===== src/rtl/mini_alu_core.sv =====
`default_nettype none
// +--------------------------------------------------------------------------+
// | mini_alu_core : registered 32-bit ALU with persistent NZCV flags         |
// | Optional multiplier (opcode 9) enabled by defining MINI_ALU_MUL_EN.      |
// | Revision: 1.0                                                            |
// +--------------------------------------------------------------------------+
module mini_alu_core #(
  parameter int WIDTH = 32
) (
  input  logic             clk,
  input  logic             rst,
  input  logic             in_valid,
  input  logic [4:0]       instruction,
  input  logic [WIDTH-1:0] num1,
  input  logic [WIDTH-1:0] num2,
  output logic             out_valid,
  output logic [WIDTH-1:0] result,
  output logic [3:0]       flags
);

  localparam logic [4:0] c_OP_NOP  = 5'd0;
  localparam logic [4:0] c_OP_ANDS = 5'd1;
  localparam logic [4:0] c_OP_ORRS = 5'd2;
  localparam logic [4:0] c_OP_MVNS = 5'd3;
  localparam logic [4:0] c_OP_EORS = 5'd4;
  localparam logic [4:0] c_OP_ADCS = 5'd5;
  localparam logic [4:0] c_OP_ADDS = 5'd6;
  localparam logic [4:0] c_OP_SBCS = 5'd7;
  localparam logic [4:0] c_OP_SUB  = 5'd8;
  localparam logic [4:0] c_OP_MULS = 5'd9;
  localparam logic [4:0] c_OP_LSRS = 5'd10;
  localparam logic [4:0] c_OP_LSLS = 5'd11;
  localparam logic [4:0] c_OP_ASR  = 5'd12;
  localparam logic [4:0] c_OP_ROR  = 5'd13;
  localparam logic [4:0] c_OP_UXTB = 5'd14;
  localparam logic [4:0] c_OP_UXTH = 5'd15;
  localparam logic [4:0] c_OP_SXTB = 5'd16;
  localparam logic [4:0] c_OP_SXTH = 5'd17;
  localparam logic [4:0] c_OP_CMP  = 5'd18;

  logic [WIDTH-1:0] r_result;
  logic [3:0]       r_flags;
  logic             r_out_valid;

  logic [4:0]        w_sh;
  logic [4:0]        w_rsh;
  logic [WIDTH-1:0]  w_addb;
  logic              w_cin;
  logic [WIDTH:0]    w_sum;
  logic              w_add_v;
  logic [WIDTH:0]    w_lsr_ext;
  logic [WIDTH:0]    w_lsl_ext;
  logic signed [WIDTH:0] w_asr_ext;
  logic [WIDTH-1:0]  w_ror;
  logic [WIDTH-1:0]  w_val;
  logic              w_res_we;
  logic              w_nz_we;
  logic              w_c;
  logic              w_v;
  logic [WIDTH-1:0]  w_result_nxt;
  logic [3:0]        w_flags_nxt;

  assign w_sh  = num2[4:0];
  assign w_rsh = 5'd0 - w_sh;

  // Shifting through one extra bit position leaves the last bit shifted out
  // in the extension bit, which is exactly the shifter carry.
  assign w_lsr_ext = {num1, 1'b0} >> w_sh;
  assign w_lsl_ext = {1'b0, num1} << w_sh;
  assign w_asr_ext = $signed({num1, 1'b0}) >>> w_sh;
  assign w_ror     = (num1 >> w_sh) | (num1 << w_rsh);

`ifdef MINI_ALU_MUL_EN
  logic [WIDTH-1:0] w_mul;
  // Low half of a two's-complement product is independent of operand signedness.
  assign w_mul = num1 * num2;
`endif

  always_comb begin
    w_addb = num2;
    w_cin  = 1'b0;
    case (instruction)
      c_OP_ADCS: w_cin = r_flags[2];
      c_OP_SBCS: begin
        w_addb = ~num2;
        w_cin  = r_flags[2];
      end
      c_OP_SUB, c_OP_CMP: begin
        w_addb = ~num2;
        w_cin  = 1'b1;
      end
      default: ;
    endcase
  end

  assign w_sum   = {1'b0, num1} + {1'b0, w_addb} + {{WIDTH{1'b0}}, w_cin};
  assign w_add_v = (num1[WIDTH-1] == w_addb[WIDTH-1]) && (w_sum[WIDTH-1] != num1[WIDTH-1]);

  always_comb begin
    w_val    = '0;
    w_res_we = 1'b0;
    w_nz_we  = 1'b0;
    w_c      = r_flags[2];
    w_v      = r_flags[3];
    case (instruction)
      c_OP_NOP: ;
      c_OP_ANDS, c_OP_ORRS, c_OP_MVNS, c_OP_EORS: begin
        case (instruction)
          c_OP_ANDS: w_val = num1 & num2;
          c_OP_ORRS: w_val = num1 | num2;
          c_OP_MVNS: w_val = ~num1;
          default:   w_val = num1 ^ num2;
        endcase
        w_res_we = 1'b1;
        w_nz_we  = 1'b1;
        w_c      = 1'b0;
      end
      c_OP_ADCS, c_OP_ADDS, c_OP_SBCS, c_OP_SUB, c_OP_CMP: begin
        w_val    = w_sum[WIDTH-1:0];
        w_res_we = (instruction != c_OP_CMP);
        w_nz_we  = 1'b1;
        w_c      = w_sum[WIDTH];
        w_v      = w_add_v;
      end
`ifdef MINI_ALU_MUL_EN
      c_OP_MULS: begin
        w_val    = w_mul;
        w_res_we = 1'b1;
        w_nz_we  = 1'b1;
      end
`endif
      c_OP_LSRS: begin
        w_val    = w_lsr_ext[WIDTH:1];
        w_res_we = 1'b1;
        w_nz_we  = 1'b1;
        if (w_sh != 5'd0) w_c = w_lsr_ext[0];
      end
      c_OP_LSLS: begin
        w_val    = w_lsl_ext[WIDTH-1:0];
        w_res_we = 1'b1;
        w_nz_we  = 1'b1;
        if (w_sh != 5'd0) w_c = w_lsl_ext[WIDTH];
      end
      c_OP_ASR: begin
        w_val    = w_asr_ext[WIDTH:1];
        w_res_we = 1'b1;
        w_nz_we  = 1'b1;
        if (w_sh != 5'd0) w_c = w_asr_ext[0];
      end
      c_OP_ROR: begin
        w_val    = w_ror;
        w_res_we = 1'b1;
        w_nz_we  = 1'b1;
        if (w_sh != 5'd0) w_c = w_ror[WIDTH-1];
      end
      c_OP_UXTB: begin
        w_val    = {{(WIDTH-8){1'b0}}, num1[7:0]};
        w_res_we = 1'b1;
      end
      c_OP_UXTH: begin
        w_val    = {{(WIDTH-16){1'b0}}, num1[15:0]};
        w_res_we = 1'b1;
      end
      c_OP_SXTB: begin
        w_val    = {{(WIDTH-8){num1[7]}}, num1[7:0]};
        w_res_we = 1'b1;
      end
      c_OP_SXTH: begin
        w_val    = {{(WIDTH-16){num1[15]}}, num1[15:0]};
        w_res_we = 1'b1;
      end
      default: begin
        // Undefined opcodes (and MULS when the multiplier is absent) clear the result.
        w_val    = '0;
        w_res_we = 1'b1;
      end
    endcase
  end

  assign w_result_nxt = w_res_we ? w_val : r_result;
  assign w_flags_nxt  = {w_v, w_c,
                         w_nz_we ? (w_val == '0)     : r_flags[1],
                         w_nz_we ? w_val[WIDTH-1]    : r_flags[0]};

  always_ff @(posedge clk) begin
    if (rst) begin
      r_result    <= '0;
      r_flags     <= 4'b0000;
      r_out_valid <= 1'b0;
    end else begin
      r_out_valid <= in_valid;
      if (in_valid) begin
        r_result <= w_result_nxt;
        r_flags  <= w_flags_nxt;
      end
    end
  end

  assign result    = r_result;
  assign flags     = r_flags;
  assign out_valid = r_out_valid;

endmodule
`default_nettype wire


===== config.mk =====
export PLATFORM = sky130hd
export DESIGN_NAME = mini_alu_core
export DESIGN_NICKNAME = d
export VERILOG_FILES = /design/src/rtl/mini_alu_core.sv
export SDC_FILE = /design/constraint.sdc
export NUM_CORES = 1
export LEC_CHECK = 0
export ABC_AREA = 1
export CELL_PAD_IN_SITES_DETAIL_PLACEMENT = 1
export CELL_PAD_IN_SITES_GLOBAL_PLACEMENT = 1
export CORE_MARGIN = 2
export CORE_UTILIZATION = 35
export CTS_CLUSTER_SIZE = 30
export DETAILED_ROUTE_END_ITERATION = 7
export GPL_ROUTABILITY_DRIVEN = 0
export PLACE_DENSITY_LB_ADDON = 0.12
export RECOVER_POWER = 100
export SYNTH_ARGS = -nofsm -noshare
export SYNTH_HDL_FRONTEND = slang
export SYNTH_SLANG_ARGS = --single-unit
export TNS_END_PERCENT = 10

===== constraint.sdc =====
create_clock -name clk -period 4.75 [get_ports clk]
set_input_delay 0.475 -clock clk [delete_from_list [all_inputs] [get_ports clk]]
set_output_delay 0.475 -clock clk [all_outputs]
set_load 0.02 [all_outputs]

==> impl_metrics.env, run 1 <==
export IMPL_max_slew_margin_rel_pct=27.94
export IMPL_grt_total_usage_pct=37.25
export IMPL_synthSimpleGateAreaFrac_pct=57.27
export IMPL_antenna_found_initial=1
export IMPL_syn_nets=2572
export IMPL_ys_top_cells_by_area="nand3_1 (24%), nand2_1 (23%), ha_1 (10%)"
export IMPL_synthCells=2400
export IMPL_crit_path_start_kind="input pin"
export IMPL_tightest_slew_ns=1.077
export IMPL_cts_root_buffer="clkbuf_16"
export IMPL_total_power_w=0.002361
export IMPL_fin_setup_tns_ns=0
export IMPL_end_kind="flip-flop"
export IMPL_min_from="flags[1]"
export IMPL_core_area_sq_mm=0.03446
export IMPL_synth_area_leader_cell="nand3_1"
export IMPL_dpl_cell_area_sq_mm=0.01378
export IMPL_clkSlewWorstSetupHoldPaths_ns=0.05
export IMPL_final_max_slew_violation_count=0
export IMPL_reg2reg_to="flags[1]"
export IMPL_fmax_mhz=223.0
export IMPL_critical_path_buf_inv_count=4
export IMPL_synth_seq_cells=37
export IMPL_pwr_density_cell_mw_per_mm2=169.7
export IMPL_synth_top_family_by_area="simple AND/OR/NAND/NOR gates"
export IMPL_cp_max_fo=31
export IMPL_synth_edf_count=0
export IMPL_synthXorXnorAreaFrac_pct=2.515
export IMPL_leakage_nw=7.569
export IMPL_die_h_um=190.6
export IMPL_h_tree_depth=2
export IMPL_die_area_sq_mm=0.03634
export IMPL_yosysWarnings=0
export IMPL_synth_area_sq_mm=0.01219
export IMPL_start_util_pct=35.38
export IMPL_r2r_slack_ns=1.17
export IMPL_critical_path_required_ns=4.96
export IMPL_pre_cts_slack_ns=-0.02560
export IMPL_via_count=17430
export IMPL_grt_pass1_vias=16860
export IMPL_ant_nets=0
export IMPL_netlist_cell_type_count=40
export IMPL_post_cts_buffers=0
export IMPL_syn_mean_instance_area_sq_um=5.079
export IMPL_hp_class="flip-flop to flip-flop"
export IMPL_yosysMostFrequentCell="nand2_1"
export IMPL_antennaDiodeCount=0
export IMPL_timing_final_crit_share_pct=94.41
export IMPL_postSynth_asyncResetShare_pct=0
export IMPL_yosys_mux_area_fraction_pct=0
export IMPL_crit_slowest_cell="dlygate4sd3_1"
export IMPL_crit_path_frequent_cell="nand2_1"
export IMPL_cp_top_family="simple AND/OR/NAND/NOR gates"
export IMPL_dr_pass1_iters=5
export IMPL_fin_nets=2642
export IMPL_hold_path_end="flags[1]"
export IMPL_finalSetupViolCount=0
export IMPL_arrival_ns=4.69
export IMPL_crit_chain="dlygate4sd3_1 -> clkbuf_2 -> nor2_4 -> nand2_1 -> nand2_1 -> nand2_1 -> inv_2 -> buf_4 -> nand3_1 -> nand3_1 -> o21ai_0 -> nor2_1 -> nand4_1 -> nor2_1 -> nand2_1 -> nor2_1 -> nand3_1 -> a21oi_1"
export IMPL_crit_type="input pin to flip-flop"
export IMPL_grt_overflow=0
export IMPL_skew_ns=0.004559
export IMPL_status="complete, no violations"
export IMPL_synth_top_area_share_pct=23.94
export IMPL_numCtsBuffers=5
export IMPL_area_delta_synth_final_pct=14.13
export IMPL_post_route_cell_area_sq_mm=0.01391
export IMPL_synth_ff_type="dfxtp_1"
export IMPL_io_buffers=108
export IMPL_ctsLongestPathBuffers=2
export IMPL_synthAdderAreaFrac_pct=10.39
export IMPL_route_detailed_vias_per_inst=5.958
export IMPL_drcViolationCount=0
export IMPL_synth_compound_area_share_pct=11.00
export IMPL_place_hpwl_um=56400
export IMPL_clkSinkCount=37
export IMPL_cap_violations=0
export IMPL_final_util_pct=40.38
export IMPL_critPathMaxStageDelay_ns=0.72
export IMPL_cp_startpoint="num2[0]"
export IMPL_drt_iter0_markers=1926
export IMPL_ys_seq_area_share_pct=6.076
export IMPL_rsz0062_at_grt="no"
export IMPL_ys_top_cells_by_count="nand2_1 (739), nand3_1 (583), inv_1 (256)"
export IMPL_cts_tree="yes"
export IMPL_rows=68
export IMPL_min_period_ns=4.484
export IMPL_hold_depth=2
export IMPL_rr_startpoint="flags[2]"
export IMPL_finalHoldViolCount=0
export IMPL_rr_worst_depth=21
export IMPL_setup_ws_ns=0.2656
export IMPL_worstSkewPairLatency_ns=0.28
export IMPL_wl_um=69310
export IMPL_grt_pass1_wl_um=102500
export IMPL_peakVddDrop_uv=176.7
export IMPL_grt_max_degree=68
export IMPL_ios=109
export IMPL_layout_drive_gt1_share_pct=4.291
export IMPL_post_drt_wl_per_cell_um=23.69
export IMPL_fp_dieW_um=190.6
==> metal layers <==
metal	wire (um)	vias up	GRT usage [%]
li1	-	8002	-
met1	27530	8319	47.15
met2	30930	885	60.67
met3	6407	218	5.742
met4	4430	2	19.95
met5	13	-	0
==> worst reg2reg max path, cell delays in order, from the launching register on <==
cell and delay [ns]:
dfxtp_1 0.55, nand3_1 0.14, nand3_1 0.14, fa_1 0.25
inv_1 0.08, fa_1 0.43, inv_1 0.12, nand2_1 0.08
nand2_1 0.09, nand2_1 0.05, nand3_1 0.11, nand3_1 0.17
nor2_1 0.12, clkbuf_1 0.29, nand2_1 0.09, nor2_1 0.14
nand2_1 0.08, nor2_1 0.15, nand2_1 0.09, nor2_1 0.13
nand3_1 0.09, a21oi_1 0.12
==> worst max path at each step <==
stage	end	cells past startpoint	slack [ns]
CTS	flags[1]	23	0.26
global placement	flags[1]	23	0.11
floorplan	flags[1]	27	1.13
global route	flags[1]	25	0.01
detailed placement	flags[1]	23	-0.03
finish	flags[1]	18	0.27
==> per-stage QoR <==
step / hold slack, ns / cells
after CTS: 0.4943 / 2925
after global placement: 0.4842 / 2918
after global routing: 0.5152 / 2925
after floorplan: 0.5343 / 2400
after detailed placement: 0.4873 / 2918
final: 0.4894 / 2925
==> flip-flops by register name, summed over array words and instances, names as in the netlist <==
signal,count
flags,4
result,32
out_valid,1
==> kinds of logic (layout without fill, tap and decap cells) <==
kind of cell | count (synthesis) | count (layout)
adder cells (fa/ha/maj) | 100 | 100
XOR/XNOR | 35 | 35
flip-flops | 37 | 37
AND/OR/NAND/NOR | 1617 | 1617
buffers and inverters | 375 | 445
AO/OA/AOI/OAI | 236 | 236
==> layout make-up <==
class | count | area [sq um]
clock buffer | 7 | 142.6
fill | 4989 | 20540
inverter | 268 | 1008
multi-input combinational | 1988 | 9903
sequential | 37 | 740.7
tap | 455 | 569.3
timing repair buffer | 170 | 1549
==> layout by cell type (no fill, tap or decap), types with 5 or more instances in the layout <==
cell type / Yosys / layout
nand4_1: 18 / 18
inv_2: 11 / 12
o211ai_1: 35 / 35
nor2_2: 7 / 8
a21oi_1: 82 / 82
buf_4: 11 / 54
nor2_4: 5 / 5
nor2_1: 237 / 236
nand2_1: 739 / 739
o22ai_1: 8 / 8
inv_1: 256 / 255
dlygate4sd3_1: 0 / 39
o21bai_1: 10 / 10
nor3_1: 6 / 5
dfxtp_1: 37 / 37
clkdlybuf4s50_1: 0 / 65
nand3b_1: 6 / 6
o21ai_0: 74 / 74
clkbuf_16: 0 / 5
ha_1: 98 / 98
nand3_1: 583 / 583
o21ai_1: 14 / 14
xor2_1: 33 / 33
==> timing repair <==
| action | in CTS | in global routing |
|---|---|---|
| hold buffers | 0 | 0 |
| gates resized for setup | 0 | 3 |
| setup endpoints to repair | 0 | 1 |
==> report_power, final <==
| part | total, W | leakage, nW | switching, W | internal [W] |
|---|---|---|---|---|
| sequential | 0.000350 | 0.305 | 0.0000141 | 0.000336 |
| combinational | 0.00169 | 7.19 | 0.00118 | 0.000510 |
| clock | 0.000324 | 0.0700 | 0.000118 | 0.000206 |
| total | 0.00236 | 7.57 | 0.00131 | 0.00105 |
(Power assumes the default switching activity.)
==> run 2, diff against run 1 <==
GPL_ROUTABILITY_DRIVEN = default   (was 0)
==> impl_metrics.env, run 2 (same netlist as run 1, synthesis figures left out) <==
export IMPL_status="complete, no violations"
export IMPL_tightest_slew_ns=1.041
export IMPL_cts_tree="yes"
export IMPL_min_from="result[28]"
export IMPL_rows=68
export IMPL_peakVddDrop_uv=149.9
export IMPL_total_power_w=0.002441
export IMPL_gp_congestion=1.086
export IMPL_arrival_ns=4.73
export IMPL_place_hpwl_um=60480
export IMPL_cap_violations=0
export IMPL_crit_chain="clkdlybuf4s50_1 -> buf_4 -> nand3_2 -> o211ai_1 -> buf_4 -> buf_4 -> xor2_1 -> ha_2 -> nand2_1 -> nand3_1 -> nand2_1 -> nand3b_1 -> nand3_1 -> nand3_1 -> nor2_1 -> buf_4 -> nand2_1 -> nor2_1 -> nand2_1 -> nor2_1 -> nand2_1 -> nor2_1 -> nand3_1 -> a21oi_1"
export IMPL_clkSlewWorstSetupHoldPaths_ns=0.06
export IMPL_power_switching_w=0.001357
export IMPL_die_h_um=190.6
export IMPL_cts_root_buffer="clkbuf_16"
export IMPL_numCtsBuffers=5
export IMPL_layout_drive_gt1_share_pct=4.998
export IMPL_antennaDiodeCount=0
export IMPL_area_delta_synth_final_pct=15.47
export IMPL_met1_usage_pct=50.47
export IMPL_cp_max_fo=10
export IMPL_h_tree_depth=2
export IMPL_intPower_w=0.001084
export IMPL_dr_pass1_iters=6
export IMPL_finalHoldViolCount=0
export IMPL_wl_um=73840
export IMPL_multiInputGateArea_sq_mm=0.009913
export IMPL_clock_power_share_pct=14.4
export IMPL_fillers=4987
export IMPL_rr_worst_depth=24
export IMPL_route_detailed_vias_per_inst=5.918
export IMPL_power_share_combinational_pct=71.3
export IMPL_end_kind="flip-flop"
export IMPL_timing_final_crit_share_pct=95.08
export IMPL_antenna_found_initial=0
export IMPL_ant_nets=0
export IMPL_swShare_pct=55.60
export IMPL_rr_startpoint="flags[2]"
export IMPL_grt_busiest_layer="met2"
export IMPL_drt_iter0_markers=1502
export IMPL_fmax_mhz=221.4
export IMPL_fin_nets=2652
export IMPL_reg2reg_to="flags[1]"
export IMPL_final_max_slew_violation_count=0
export IMPL_grt_pass1_wl_um=108400
export IMPL_grt_use_met2_pct=66.01
export IMPL_max_slew_margin_rel_pct=29.90
export IMPL_hold_path_end="result[28]"
export IMPL_seqCellArea_sq_um=740.7
export IMPL_grt_pass1_vias=17360
export IMPL_crit_slowest_cell="clkdlybuf4s50_1"
export IMPL_start_util_pct=35.38
export IMPL_hold_slack_ns=0.4904
export IMPL_setup_ws_ns=0.2335
export IMPL_critPathMaxStageDelay_ns=0.58
export IMPL_finalSetupViolCount=0
export IMPL_ios=109
export IMPL_critical_path_required_ns=4.97
export IMPL_seq_power_share_pct=14.3
export IMPL_fp_dieW_um=190.6
export IMPL_use_met3_pct=4.177
export IMPL_crit_path_start_kind="input pin"
export IMPL_r2r_slack_ns=1.24
export IMPL_fin_setup_tns_ns=0
export IMPL_via_count=17380
export IMPL_min_period_ns=4.516
export IMPL_hp_class="flip-flop to flip-flop"
export IMPL_grt_total_usage_pct=39.98
export IMPL_post_drt_wl_per_cell_um=25.15
export IMPL_die_area_sq_mm=0.03634
export IMPL_worstSkewPairLatency_ns=0.28
export IMPL_crit_path_frequent_cell="nand2_1"
export IMPL_leakage_nw=7.654
export IMPL_pwr_density_cell_mw_per_mm2=173.4
export IMPL_clkSinkCount=37
export IMPL_skew_ns=0.002995
export IMPL_cts_hold_buf=0
export IMPL_final_common_cell="nand2_1"
export IMPL_drcViolationCount=0
export IMPL_hold_depth=2
export IMPL_io_buffers=108
export IMPL_crit_type="input pin to flip-flop"
export IMPL_grt_overflow=0
export IMPL_largest_reg_flops=32
export IMPL_most_common_layout_cells="nand2_1 (738), nand3_1 (583), inv_1 (255)"
export IMPL_pre_cts_slack_ns=-0.05804
export IMPL_ctsLongestPathBuffers=2
export IMPL_core_area_sq_mm=0.03446
export IMPL_grt_max_degree=70
## run 2: worst max path at each step
stage | startpoint | endpoint | slack [ns]
2_1_floorplan | instruction[4] | flags[1] | 1.13
3_3_place_gp | instruction[3] | flags[1] | -0.05
3_5_place_dp | instruction[3] | flags[1] | -0.06
4_1_cts | instruction[3] | flags[1] | 0.22
5_1_grt | instruction[2] | flags[1] | -0.005
6_report | instruction[2] | flags[1] | 0.23
## run 2: cell type report
cell class	count	area share (%)
well taps	455	4.044
repair buffers	180	11.98
inverters	268	7.164
flip-flops and latches	37	5.262
clock buffers	7	1.084
multi-input cells	1988	70.43
clock inverters	1	0.03556
## run 2: worst max-delay path: cells and delay by family
kind,cells,cell delay [ns]
xor gates and xnor gates,1,0.20
buffers and inverters,5,1.33
and+or+nand+nor,15,1.89
adders and majority gates,1,0.34
AOI/OAI and AO/OA,2,0.49
## run 2: metal layers
layer | share of wire, % | vias to the layer above
met5 | 0 | -
met4 | 6.8 | 0
met3 | 6.9 | 207
met2 | 45 | 757
met1 | 41 | 8394
li1 | - | 8017
## run 2: power by group through the flow
stage	combinational, W	clock, W	sequential [W]
floorplan	0.000978	0	0.000384
global placement	0.00166	0	0.000356
detailed placement	0.00169	0	0.000356
CTS	0.00170	0.000358	0.000350
global route	0.00188	0.000375	0.000351
finish	0.00174	0.000351	0.000349
## run 2: per-stage QoR
stage | cell area, sq um | util (%) | cells
2_1_floorplan | 12190 | - | 2400
3_3_place_gp | 13870 | 40.25 | 2924
3_5_place_dp | 13870 | 40.25 | 2924
4_1_cts | 14030 | 40.71 | 2932
5_1_grt | 14080 | 40.85 | 2936
6_report | 14080 | 40.85 | 2936
## run 2: repair_timing
item | 4_1_cts | 5_1_grt
buffers inserted | 0 | 3
setup endpoints to repair | 0 | 1
resized for setup | 0 | 9
hold endpoints to repair | 0 | 0
==> run 3, diff against run 2 <==
DONT_BUFFER_PORTS = 1   (was default)
==> impl_metrics.env, run 3 (same netlist as run 1, synthesis figures left out) <==
export IMPL_clkSinkCount=37
export IMPL_crit_path_frequent_cell="nor2_1"
export IMPL_leakage_nw=6.888
export IMPL_cp_startpoint="instruction[1]"
export IMPL_post_drt_wl_per_cell_um=25.63
export IMPL_cts_hold_buf=0
export IMPL_reg2reg_to="flags[1]"
export IMPL_crit_chain="inv_1 -> nor2_1 -> nand2_1 -> o211ai_1 -> buf_4 -> buf_4 -> xor2_1 -> ha_1 -> nand2_1 -> nor2_1 -> inv_1 -> nor2_1 -> nand4_1 -> nand3_1 -> nand2_1 -> nand3_1 -> nand3_1 -> nor2_1 -> nand2_1 -> nor2_1 -> nand3_1 -> a21oi_1"
export IMPL_fin_nets=2499
export IMPL_clkSlewWorstSetupHoldPaths_ns=0.05
export IMPL_critPathMaxStageDelay_ns=0.43
export IMPL_via_count=16630
export IMPL_core_area_sq_mm=0.03446
export IMPL_final_max_slew_violation_count=0
export IMPL_cp_depth=22
export IMPL_peakVddDrop_uv=200.9
export IMPL_start_util_pct=35.38
export IMPL_cts_tree="yes"
export IMPL_ios=109
export IMPL_cap_violations=0
export IMPL_numCtsBuffers=5
export IMPL_critical_path_buf_inv_count=4
export IMPL_worstSkewPairLatency_ns=0.28
export IMPL_fp_dieW_um=190.6
export IMPL_largest_reg_flops=32
export IMPL_rr_worst_depth=22
export IMPL_grt_pass1_vias=16410
export IMPL_antenna_found_initial=4
export IMPL_max_slew_margin_rel_pct=32.92
export IMPL_gp_congestion=0.9979
export IMPL_layout_drive_gt1_share_pct=3.050
export IMPL_skew_ns=0.002802
export IMPL_final_util_pct=36.45
export IMPL_ctsLongestPathBuffers=2
export IMPL_crit_type="input pin to flip-flop"
export IMPL_grt_total_usage_pct=38.68
export IMPL_fmax_mhz=239.6
export IMPL_cp_max_fo=22
export IMPL_pwr_density_cell_mw_per_mm2=168.6
export IMPL_final_common_cell="nand2_1"
export IMPL_rsz0062_at_grt="no"
export IMPL_h_tree_depth=2
export IMPL_die_area_sq_mm=0.03634
export IMPL_fin_setup_tns_ns=0
export IMPL_cts_root_buffer="clkbuf_16"
export IMPL_endpoint="flags[1]"
export IMPL_dr_pass1_iters=6
export IMPL_ant_nets=0
export IMPL_drcViolationCount=0
export IMPL_most_common_layout_cells="nand2_1 (739), nand3_1 (583), inv_1 (255)"
export IMPL_grt_overflow=0
export IMPL_route_detailed_vias_per_inst=5.974
export IMPL_post_cts_buffers=0
export IMPL_drt_iter0_markers=1379
export IMPL_rows=68
export IMPL_post_route_cell_area_sq_mm=0.01256
export IMPL_cp_top_family="simple AND/OR/NAND/NOR gates"
export IMPL_area_delta_synth_final_pct=3.038
export IMPL_hp_class="input pin to flip-flop"
export IMPL_rr_startpoint="flags[2]"
export IMPL_arrival_ns=4.38
export IMPL_r2r_slack_ns=1.02
export IMPL_crit_slowest_cell="ha_1"
export IMPL_timing_final_crit_share_pct=87.85
export IMPL_place_hpwl_um=57900
export IMPL_post_cts_resized=0
export IMPL_fillers=5068
export IMPL_end_kind="flip-flop"
export IMPL_dpl_cell_area_sq_mm=0.01242
export IMPL_min_period_ns=4.173
export IMPL_wl_um=71320
export IMPL_status="complete, no violations"
export IMPL_critical_path_required_ns=4.96
export IMPL_grt_max_degree=72
export IMPL_crit_path_start_kind="input pin"
export IMPL_finalSetupViolCount=0
export IMPL_io_buffers=0
export IMPL_tightest_slew_ns=0.9956
export IMPL_grt_pass1_wl_um=104900
export IMPL_antennaDiodeCount=0
export IMPL_die_h_um=190.6
export IMPL_finalHoldViolCount=0
==> run 3: changes by cell type in the layout (fill, tap and decap cells not counted), moves of 4 or more <==
| cell | change |
|---|---|
| buf_12 | -6 |
| and2_1 | -4 |
| buf_4 | -38 |
| and2_0 | +4 |
| clkdlybuf4s50_1 | -66 |
| dlygate4sd3_1 | -38 |
==> run 3: worst min path at each step <==
stage / start / endpoint / cells past startpoint
final: rst / flags[2] / 1
after global routing: rst / out_valid / 1
after CTS: rst / flags[2] / 1
after detailed placement: rst / flags[2] / 1
after global placement: rst / flags[1] / 1
after floorplan: flags[3] / flags[3] / 2
==> run 3: per-layer routing <==
metal | vias up | part of all wire (%) | GRT usage (%)
met1 | 8053 | 41 | 48.04
met5 | - | 0.038 | 0
met2 | 675 | 46 | 64.00
met3 | 173 | 7.9 | 7.269
met4 | 4 | 5.8 | 18.93
li1 | 7720 | - | -
==> run 3: cell type report <==
class | count | area (sq um) | area share, %
clock buffer | 5 | 125.1 | 0.9961
clock inverter | 3 | 17.52 | 0.1395
inverter | 268 | 1008 | 8.029
multi-input combinational | 1988 | 9901 | 78.82
sequential | 37 | 740.7 | 5.897
tap | 455 | 569.3 | 4.532
timing repair buffer | 27 | 198.9 | 1.584
==> run 3: through the flow <==
stage                     hold slack, ns  power [W]  instances  setup slack (ns)
after floorplan                   0.5343   0.001362       2400             1.135
after detailed placement          0.5487   0.001777       2775            0.2877
after global placement            0.5474   0.001754       2775            0.3013
final                             0.2606   0.002118       2783            0.5769
after CTS                         0.2562   0.002098       2783            0.5510
after global routing              0.2530   0.002284       2783            0.1670
==> run 3: worst register-to-register path, stage by stage (launching register included) <==
cell and delay (ns):
dfxtp_1 0.66, nand3_1 0.20, nand3_1 0.16, fa_1 0.23
inv_1 0.07, fa_1 0.42, inv_1 0.14, nand2_1 0.07
nand2_1 0.08, nand3_1 0.07, nand2_1 0.18, nand2_1 0.07
nand2_1 0.06, nor2_1 0.06, nor2_1 0.20, nand3_1 0.24
nor2_1 0.14, nand3_1 0.08, nor2_1 0.12, nand2_1 0.06
nor2_1 0.13, nand3_1 0.09, a21oi_1 0.13
==> run 3: power by group <==
group | internal [W] | switching (W) | total, W | leakage, nW
clock | 0.000192 | 0.000124 | 0.000316 | 0.0696
sequential | 0.000336 | 0.0000481 | 0.000384 | 0.305
combinational | 0.000404 | 0.00101 | 0.00142 | 6.51
total | 0.000932 | 0.00119 | 0.00212 | 6.89
